**src/rtl/div_controller.sv**
```systemverilog
// Sequencer between the DIV/DIVU issue logic and the 32-bit unsigned divider:
// operand magnitude conversion, launch/wait handshake, sign fix-up into LO, status flags.
module div_controller #(
  parameter int WATCHDOG = 40
) (
  input  logic        clk,
  input  logic        rst_n,
  input  logic        start,
  input  logic        is_signed,
  input  logic [31:0] rs,
  input  logic [31:0] rt,
  input  logic        flush,
  input  logic        mflo_req,
  output logic        busy,
  output logic        stall,
  output logic [31:0] lo_out,
  output logic        done,
  output logic        div_by_zero,
  output logic        proto_err,
  output logic [31:0] div_a,
  output logic [31:0] div_b,
  output logic        div_do,
  input  logic        div_ready,
  input  logic        div_exc,
  input  logic [31:0] div_q
);

  // state    | meaning
  // S_IDLE   | waiting for start; divider handshake inputs ignored
  // S_LAUNCH | div_do high for this single cycle
  // S_WAIT   | waiting for div_ready, watchdog counting
  // S_FIX    | sign-correct quotient and write LO (or flag divide-by-zero)
  typedef enum logic [1:0] {
    S_IDLE   = 2'd0,
    S_LAUNCH = 2'd1,
    S_WAIT   = 2'd2,
    S_FIX    = 2'd3
  } state_t;

  localparam logic [5:0] WD_CNT = 6'(WATCHDOG);

  state_t      state_q;
  logic        neg_q;
  logic [5:0]  wcnt_q;
  logic [31:0] q_raw_q;
  logic        exc_q;
  logic [31:0] lo_q;
  logic        done_q;
  logic        dbz_q;
  logic        perr_q;
  logic [31:0] div_a_q;
  logic [31:0] div_b_q;

  logic [31:0] rs_mag;
  logic [31:0] rt_mag;

  // Negation wraps, so -2^31 maps onto its own correct unsigned magnitude.
  assign rs_mag = (is_signed & rs[31]) ? (32'd0 - rs) : rs;
  assign rt_mag = (is_signed & rt[31]) ? (32'd0 - rt) : rt;

  always_ff @(posedge clk or negedge rst_n) begin
    if (!rst_n) begin
      state_q <= S_IDLE;
      neg_q   <= 1'b0;
      wcnt_q  <= 6'd0;
      q_raw_q <= 32'd0;
      exc_q   <= 1'b0;
      lo_q    <= 32'd0;
      done_q  <= 1'b0;
      dbz_q   <= 1'b0;
      perr_q  <= 1'b0;
      div_a_q <= 32'd0;
      div_b_q <= 32'd0;
    end else begin
      done_q <= 1'b0;
      case (state_q)
        S_IDLE: begin
          if (start) begin
            neg_q   <= is_signed & (rs[31] ^ rt[31]);
            div_a_q <= rs_mag;
            div_b_q <= rt_mag;
            dbz_q   <= 1'b0;
            state_q <= S_LAUNCH;
          end
        end
        S_LAUNCH: begin
          wcnt_q  <= 6'd0;
          state_q <= flush ? S_IDLE : S_WAIT;
        end
        S_WAIT: begin
          wcnt_q <= wcnt_q + 6'd1;
          if (flush) begin
            state_q <= S_IDLE;
          end else if (div_ready) begin
            q_raw_q <= div_q;
            exc_q   <= div_exc;
            state_q <= S_FIX;
          end else if (wcnt_q == WD_CNT) begin
            perr_q  <= 1'b1;
            state_q <= S_IDLE;
          end
        end
        S_FIX: begin
          state_q <= S_IDLE;
          if (!flush) begin
            done_q <= 1'b1;
            if (exc_q) begin
              dbz_q <= 1'b1;
            end else begin
              lo_q <= neg_q ? (32'd0 - q_raw_q) : q_raw_q;
            end
          end
        end
        default: state_q <= S_IDLE;
      endcase
    end
  end

  assign busy        = (state_q != S_IDLE);
  assign stall       = mflo_req & (busy | start);
  assign div_do      = (state_q == S_LAUNCH);
  assign lo_out      = lo_q;
  assign done        = done_q;
  assign div_by_zero = dbz_q;
  assign proto_err   = perr_q;
  assign div_a       = div_a_q;
  assign div_b       = div_b_q;

endmodule

```
**config.mk**
```make
export PLATFORM = sky130hd
export DESIGN_NAME = div_controller
export DESIGN_NICKNAME = d
export VERILOG_FILES = /design/src/rtl/div_controller.sv
export SDC_FILE = /design/constraint.sdc
export NUM_CORES = 1
export LEC_CHECK = 0
export ABC_AREA = 1
export BUFFER_PORTS_ARGS = -buffer_cell sky130_fd_sc_hd__buf_2
export CORE_ASPECT_RATIO = 0.8
export CORE_MARGIN = 2
export CORE_UTILIZATION = 50
export CTS_CLUSTER_SIZE = 20
export DETAILED_ROUTE_END_ITERATION = 12
export PLACE_DENSITY = 0.76
export RECOVER_POWER = 25
export SKIP_CTS_REPAIR_TIMING = 1
export SLEW_MARGIN = 0
export SYNTH_ARGS = -nofsm -noshare
export SYNTH_HDL_FRONTEND = slang
export SYNTH_SLANG_ARGS = --single-unit
```
**constraint.sdc**
```tcl
create_clock -name clk -period 4.43 [get_ports clk]
set_input_delay 0.6645 -clock clk [delete_from_list [all_inputs] [get_ports clk]]
set_output_delay 0.6645 -clock clk [all_outputs]
set_load 0.03 [all_outputs]
```
### Yosys cells after proc, flatten, opt, wreduce, memory -nomap -nowiden

Cells that the tools add are included.

* register bits after elaboration: 141
* output and inout bits: 102

* add/sub/neg operators: 4
* equality and inequality tests: 8
* multiplexer cells: 16
* bitwise gates (word level): 9
* reductions and logical operators: 10

Operators by type and width (count)
* 2-to-1 mux 32 bit: 3
* subtractor 1 x 32 -> 32 bit, first input constant: 3
* case mux 6 bit (2 select lines): 1
* 2-to-1 mux 2 bit: 5
* case mux 2 bit (4 select lines): 1
* AND reduction 4 bit: 2
* adder 6 x 1 -> 6 bit, second input constant: 1
* == test 6 bit, second input constant: 1
* != test 2 bit, second input constant: 3
* AND reduction 3 bit: 2
* nonzero test 2 bit: 3
* 2-to-1 mux 1 bit: 5
* AND 1 bit: 4
* == test 2 bit, second input constant: 2
* != test 4 bit, second input constant: 1
* AND reduction 2 bit: 2
* inverter 1 bit: 3
* == test 2 x 1 -> 1 bit, second input constant: 1
* logical NOT 2 bit: 1
* case mux 1 bit (2 select lines): 1
* bitwise OR 1 bit: 1
* bitwise XOR 1 bit: 1

### Depth between registers and ports, before layout

* word-level depth: 5
* gate-level depth with buffers: 11
* depth with buffers taken out: 10

### Worst setup path before layout

OpenSTA, ideal clock, no wires.

* path kind: register to output
* start point: register state_q[0]
* end point: output port stall
* arrival: 1370 ps
* slack: 2396 ps
* stages on the path, launching flop included: 6
* path buffers: 0
* cell sequence: dfrtp_1 inv_1 ha_1 inv_1 nor2_1 nor2_1

* longest elaborated chain between the ends: 3

RTL lines
* from (decl): RTL line 42 `state_t state_q;`
* from (signal assigned): RTL line 88 `state_q <= flush ? S_IDLE : S_WAIT;`
* nonzero test 2 bit: RTL line 119 `assign busy = (state_q != S_IDLE);`
* via busy: RTL line 14 `output logic busy,`
* bitwise OR 1 bit: RTL line 120 `assign stall = mflo_req & (busy | start);`
* AND 1 bit: RTL line 120
* to (decl): RTL line 15 `output logic stall,`

The timed path passes the listed nets, and every way through them passes these cells.

==> results by group <==
Clock network
  • CTS Buffer Depth: 2
  • Latest clock arrival within the worst-skew pair: 430 ps
  • TritonCTS clock tree: built
  • Clock input transition at the sequential cells of the worst setup and hold paths: 60 ps
  • H-Tree Depth: 4
  • Clock tree root driver cell: sky130_fd_sc_hd__clkbuf_16
  • Number of buffers inserted during clock tree synthesis: 17
  • Num Clock Sinks: 141

Global route
  • Total routing usage reported by global routing: 0.270
  • Largest net degree at the start of global routing: 111
  • Vias in the first global route: 7542
  • Global-route wire length before repair: 37.5 mm
  • Final global-route overflow total: 0
  • Initial antenna violation count: 2

Floorplanning
  • Number of primary I/O pins: 206
  • Die Span X: 147 um
  • Area of the core: 15900 sq um
  • Height of the die: 118 um
  • Number of placement rows: 41
  • Die Outline Area: 17300 sq um
  • Effective utilization at floorplan: 0.513

Setup path
  • Type of origin of the critical path: input pin
  • Required time of the critical path: 4370 ps
  • Kind of critical path: in2async
  • Critical path peak fanout: 110
  • Launch point of the critical path: rst_n
  • CP delay by family, top: buffers and inverters
  • Critical path arrival: 2640 ps
  • Critical path endpoint category: async pin
  • Max stage delay on crit path: 1910 ps
  • Crit path max-delay cell type: sky130_fd_sc_hd__clkbuf_2
  • Worst reg2reg setup slack: 2070 ps
  • Source of the worst register-to-register timing path: state_q[0]$_DFFE_PN0P_
  • List of cells traversed by the critical path: clkbuf_2
  • Buffers and inverters on the worst path: 1

Power and ir drop
  • Leakage Power: 0.00523 uW
  • Pwr/cell area: 704 nW/um^2
  • Max IR drop VDD: 0.000400 V

Timing
  • Number of hold violations in the final report: 0
  • Final Cycle Share: 0.609
  • Unrepaired setup endpoints after global routing: false
  • Final total negative setup slack: 0 ps
  • Minimum period implied by the final worst setup slack: 2700 ps
  • Number of pins exceeding their max-slew limit in the final report: 111
  • Pin slew with the least headroom to its limit: 2750 ps
  • Final Skew: 8.09 ps
  • Setup-failing EPs final: 0
  • Highest achievable clock rate: 370 MHz
  • Remaining max-slew budget at the tightest pin: -0.832

Finish
  • Filler cells: 1454
  • Layout cell share with drive strength beyond 1: 0.196
  • Nets@finish: 1460
  • Growth of design area from synthesis to finish: 22.6%
  • Final core utilization: 0.629

Synthesis
  • Post-Syn Nets: 1268
  • Area of the mapped netlist: 8130 sq um
  • Library cells used by synthesis: 35
  • Ranking of synthesized cells by area: sky130_fd_sc_hd__dfrtp_1 (43%), sky130_fd_sc_hd__nand2_1 (19%), sky130_fd_sc_hd__nand3_1 (9.1%), sky130_fd_sc_hd__nor2_1 (5.7%), sky130_fd_sc_hd__o21ai_0 (4.9%)
  • Share of synthesized area occupied by flip-flops and latches: 0.434
  • Top FF cell, synth: sky130_fd_sc_hd__dfrtp_1
  • Post-synth ARST share: 1.00
  • Commonest cells post-synth: sky130_fd_sc_hd__nand2_1 (402), sky130_fd_sc_hd__nand3_1 (147), sky130_fd_sc_hd__dfrtp_1 (141), sky130_fd_sc_hd__nor2_1 (123), sky130_fd_sc_hd__inv_1 (95)
  • Area share of the largest cell type after synthesis: 0.434
  • Post-synthesis sequential element count: 141
  • Count leader, synth: sky130_fd_sc_hd__nand2_1
  • Post-synthesis cell type with the largest combined area: sky130_fd_sc_hd__dfrtp_1
  • Number of enable flip-flop cells after synthesis: 0
  • Number of warnings printed during yosys synthesis: 0
  • Average footprint of a synthesized cell: 7.04 sq um
  • Syn Inst Count: 1155

Min path
  • Hold Path Origin: div_q[24]
  • Path category of the worst min-delay check: in2reg

Placed design
  • Hpwl dp: 16.5 mm
  • Buffers on Ports: 205
  • RePlAce Congestion: 0.914

Routing
  • Drt first pass iters: 7
  • Starting DRC count in detailed routing: 657
  • Sum of routed wire length over all layers: 22.8 mm
  • Count of unresolved DRC violations after routing: 0
  • Via Count: 8261
  • Final ANT Viol Nets: 0
  • Final routed wire length divided by cell count: 14.5 um
  • Routed via count divided by cell count: 5.24

Status
  • Outcome: complete, but fails checks
  • Violated checks: capacitance limit, slew limit

Flow run
  • Max capacitance violation total: 1
## cell usage in the layout (no fill, tap or decap), types with 3 or more instances in the layout
master,synthesis,layout
sky130_fd_sc_hd__or2_2,5,5
sky130_fd_sc_hd__nand3b_1,10,10
sky130_fd_sc_hd__o21ai_0,80,80
sky130_fd_sc_hd__nand3_1,147,147
sky130_fd_sc_hd__ha_1,9,9
sky130_fd_sc_hd__xor2_1,25,25
sky130_fd_sc_hd__buf_4,2,5
sky130_fd_sc_hd__a31oi_1,5,5
sky130_fd_sc_hd__nand2_2,4,5
sky130_fd_sc_hd__buf_2,21,204
sky130_fd_sc_hd__clkbuf_16,0,17
sky130_fd_sc_hd__nor2_2,5,5
sky130_fd_sc_hd__inv_2,4,4
sky130_fd_sc_hd__nand2_1,402,401
sky130_fd_sc_hd__inv_1,95,95
sky130_fd_sc_hd__a21oi_1,9,9
sky130_fd_sc_hd__o211ai_1,3,3
sky130_fd_sc_hd__nor3_1,9,9
sky130_fd_sc_hd__nand4_1,15,15
sky130_fd_sc_hd__clkbuf_8,0,3
sky130_fd_sc_hd__dfrtp_1,141,141
sky130_fd_sc_hd__o21ai_1,8,8
sky130_fd_sc_hd__xnor2_1,3,3
sky130_fd_sc_hd__nor2_1,123,123
sky130_fd_sc_hd__bufinv_16,0,6
## through the flow
stage	hold WS (ps)	total power (uW)	instance area, sq um	worst slack [ps]	instances
after floorplan	369	4410	8130	2400	1155
after global placement	437	5280	9290	2110	1543
after detailed placement	448	5350	9290	2030	1543
after CTS	429	7040	9970	2020	1575
after global routing	440	7490	9970	1090	1576
final	443	7010	9970	1730	1576
## registers in the layout, summed over array words and instances, names as in the netlist
signal,flops
q_raw_q,32
wcnt_q,6
state_q,2
lo_out,32
div_a,32
exc_q,1
neg_q,1
div_by_zero,1
proto_err,1
div_b,32
done,1
## per-layer routing
layer / vias to the layer above / wire length [um] / GRT usage
li1: 4093 / - / -
met1: 3835 / 10600 / 0.385
met2: 307 / 10100 / 0.405
met3: 24 / 1860 / 0.0729
met4: 2 / 329 / 0.0746
met5: - / 13 / 0
## kinds of logic after synthesis
| group | synth area share |
|---|---|
| XOR/XNOR | 0.0302 |
| flip-flops | 0.434 |
| buffers and inverters | 0.0690 |
| AO/OA/AOI/OAI | 0.0740 |
| AND/OR/NAND/NOR | 0.379 |
| adder cells (fa/ha/maj) | 0.0139 |
## worst paths after layout
path                       cells after the start                      end
min reg2reg                                    1    proto_err$_DFFE_PN0P_
max reg2reg                                    6  q_raw_q[14]$_DFFE_PN0P_
max                                            1    div_a[19]$_DFFE_PN0P_
min                                            3  q_raw_q[24]$_DFFE_PN0P_
max in group clk                               6                    stall
min in group asynchronous                      1    wcnt_q[3]$_DFFE_PN0P_
## report_power, final
part	switching [uW]	total [uW]	internal (uW)
logic	2170	3050	882
registers	422	2310	1880
clock network	558	1660	1100
total	3150	7010	3870
## area by class of cell
class | instances | area, sq um | share of cell area
repair buffers | 210 | 1060 | 0.107
flip-flops and latches | 141 | 3530 | 0.354
inverters | 100 | 380 | 0.0382
multi-input cells | 877 | 4040 | 0.405
clock inverters | 10 | 209 | 0.0210
well taps | 215 | 269 | 0.0270
diodes | 1 | 2.50 | 0.000251
clock buffers | 22 | 474 | 0.0476
(Power assumes the default switching activity.)
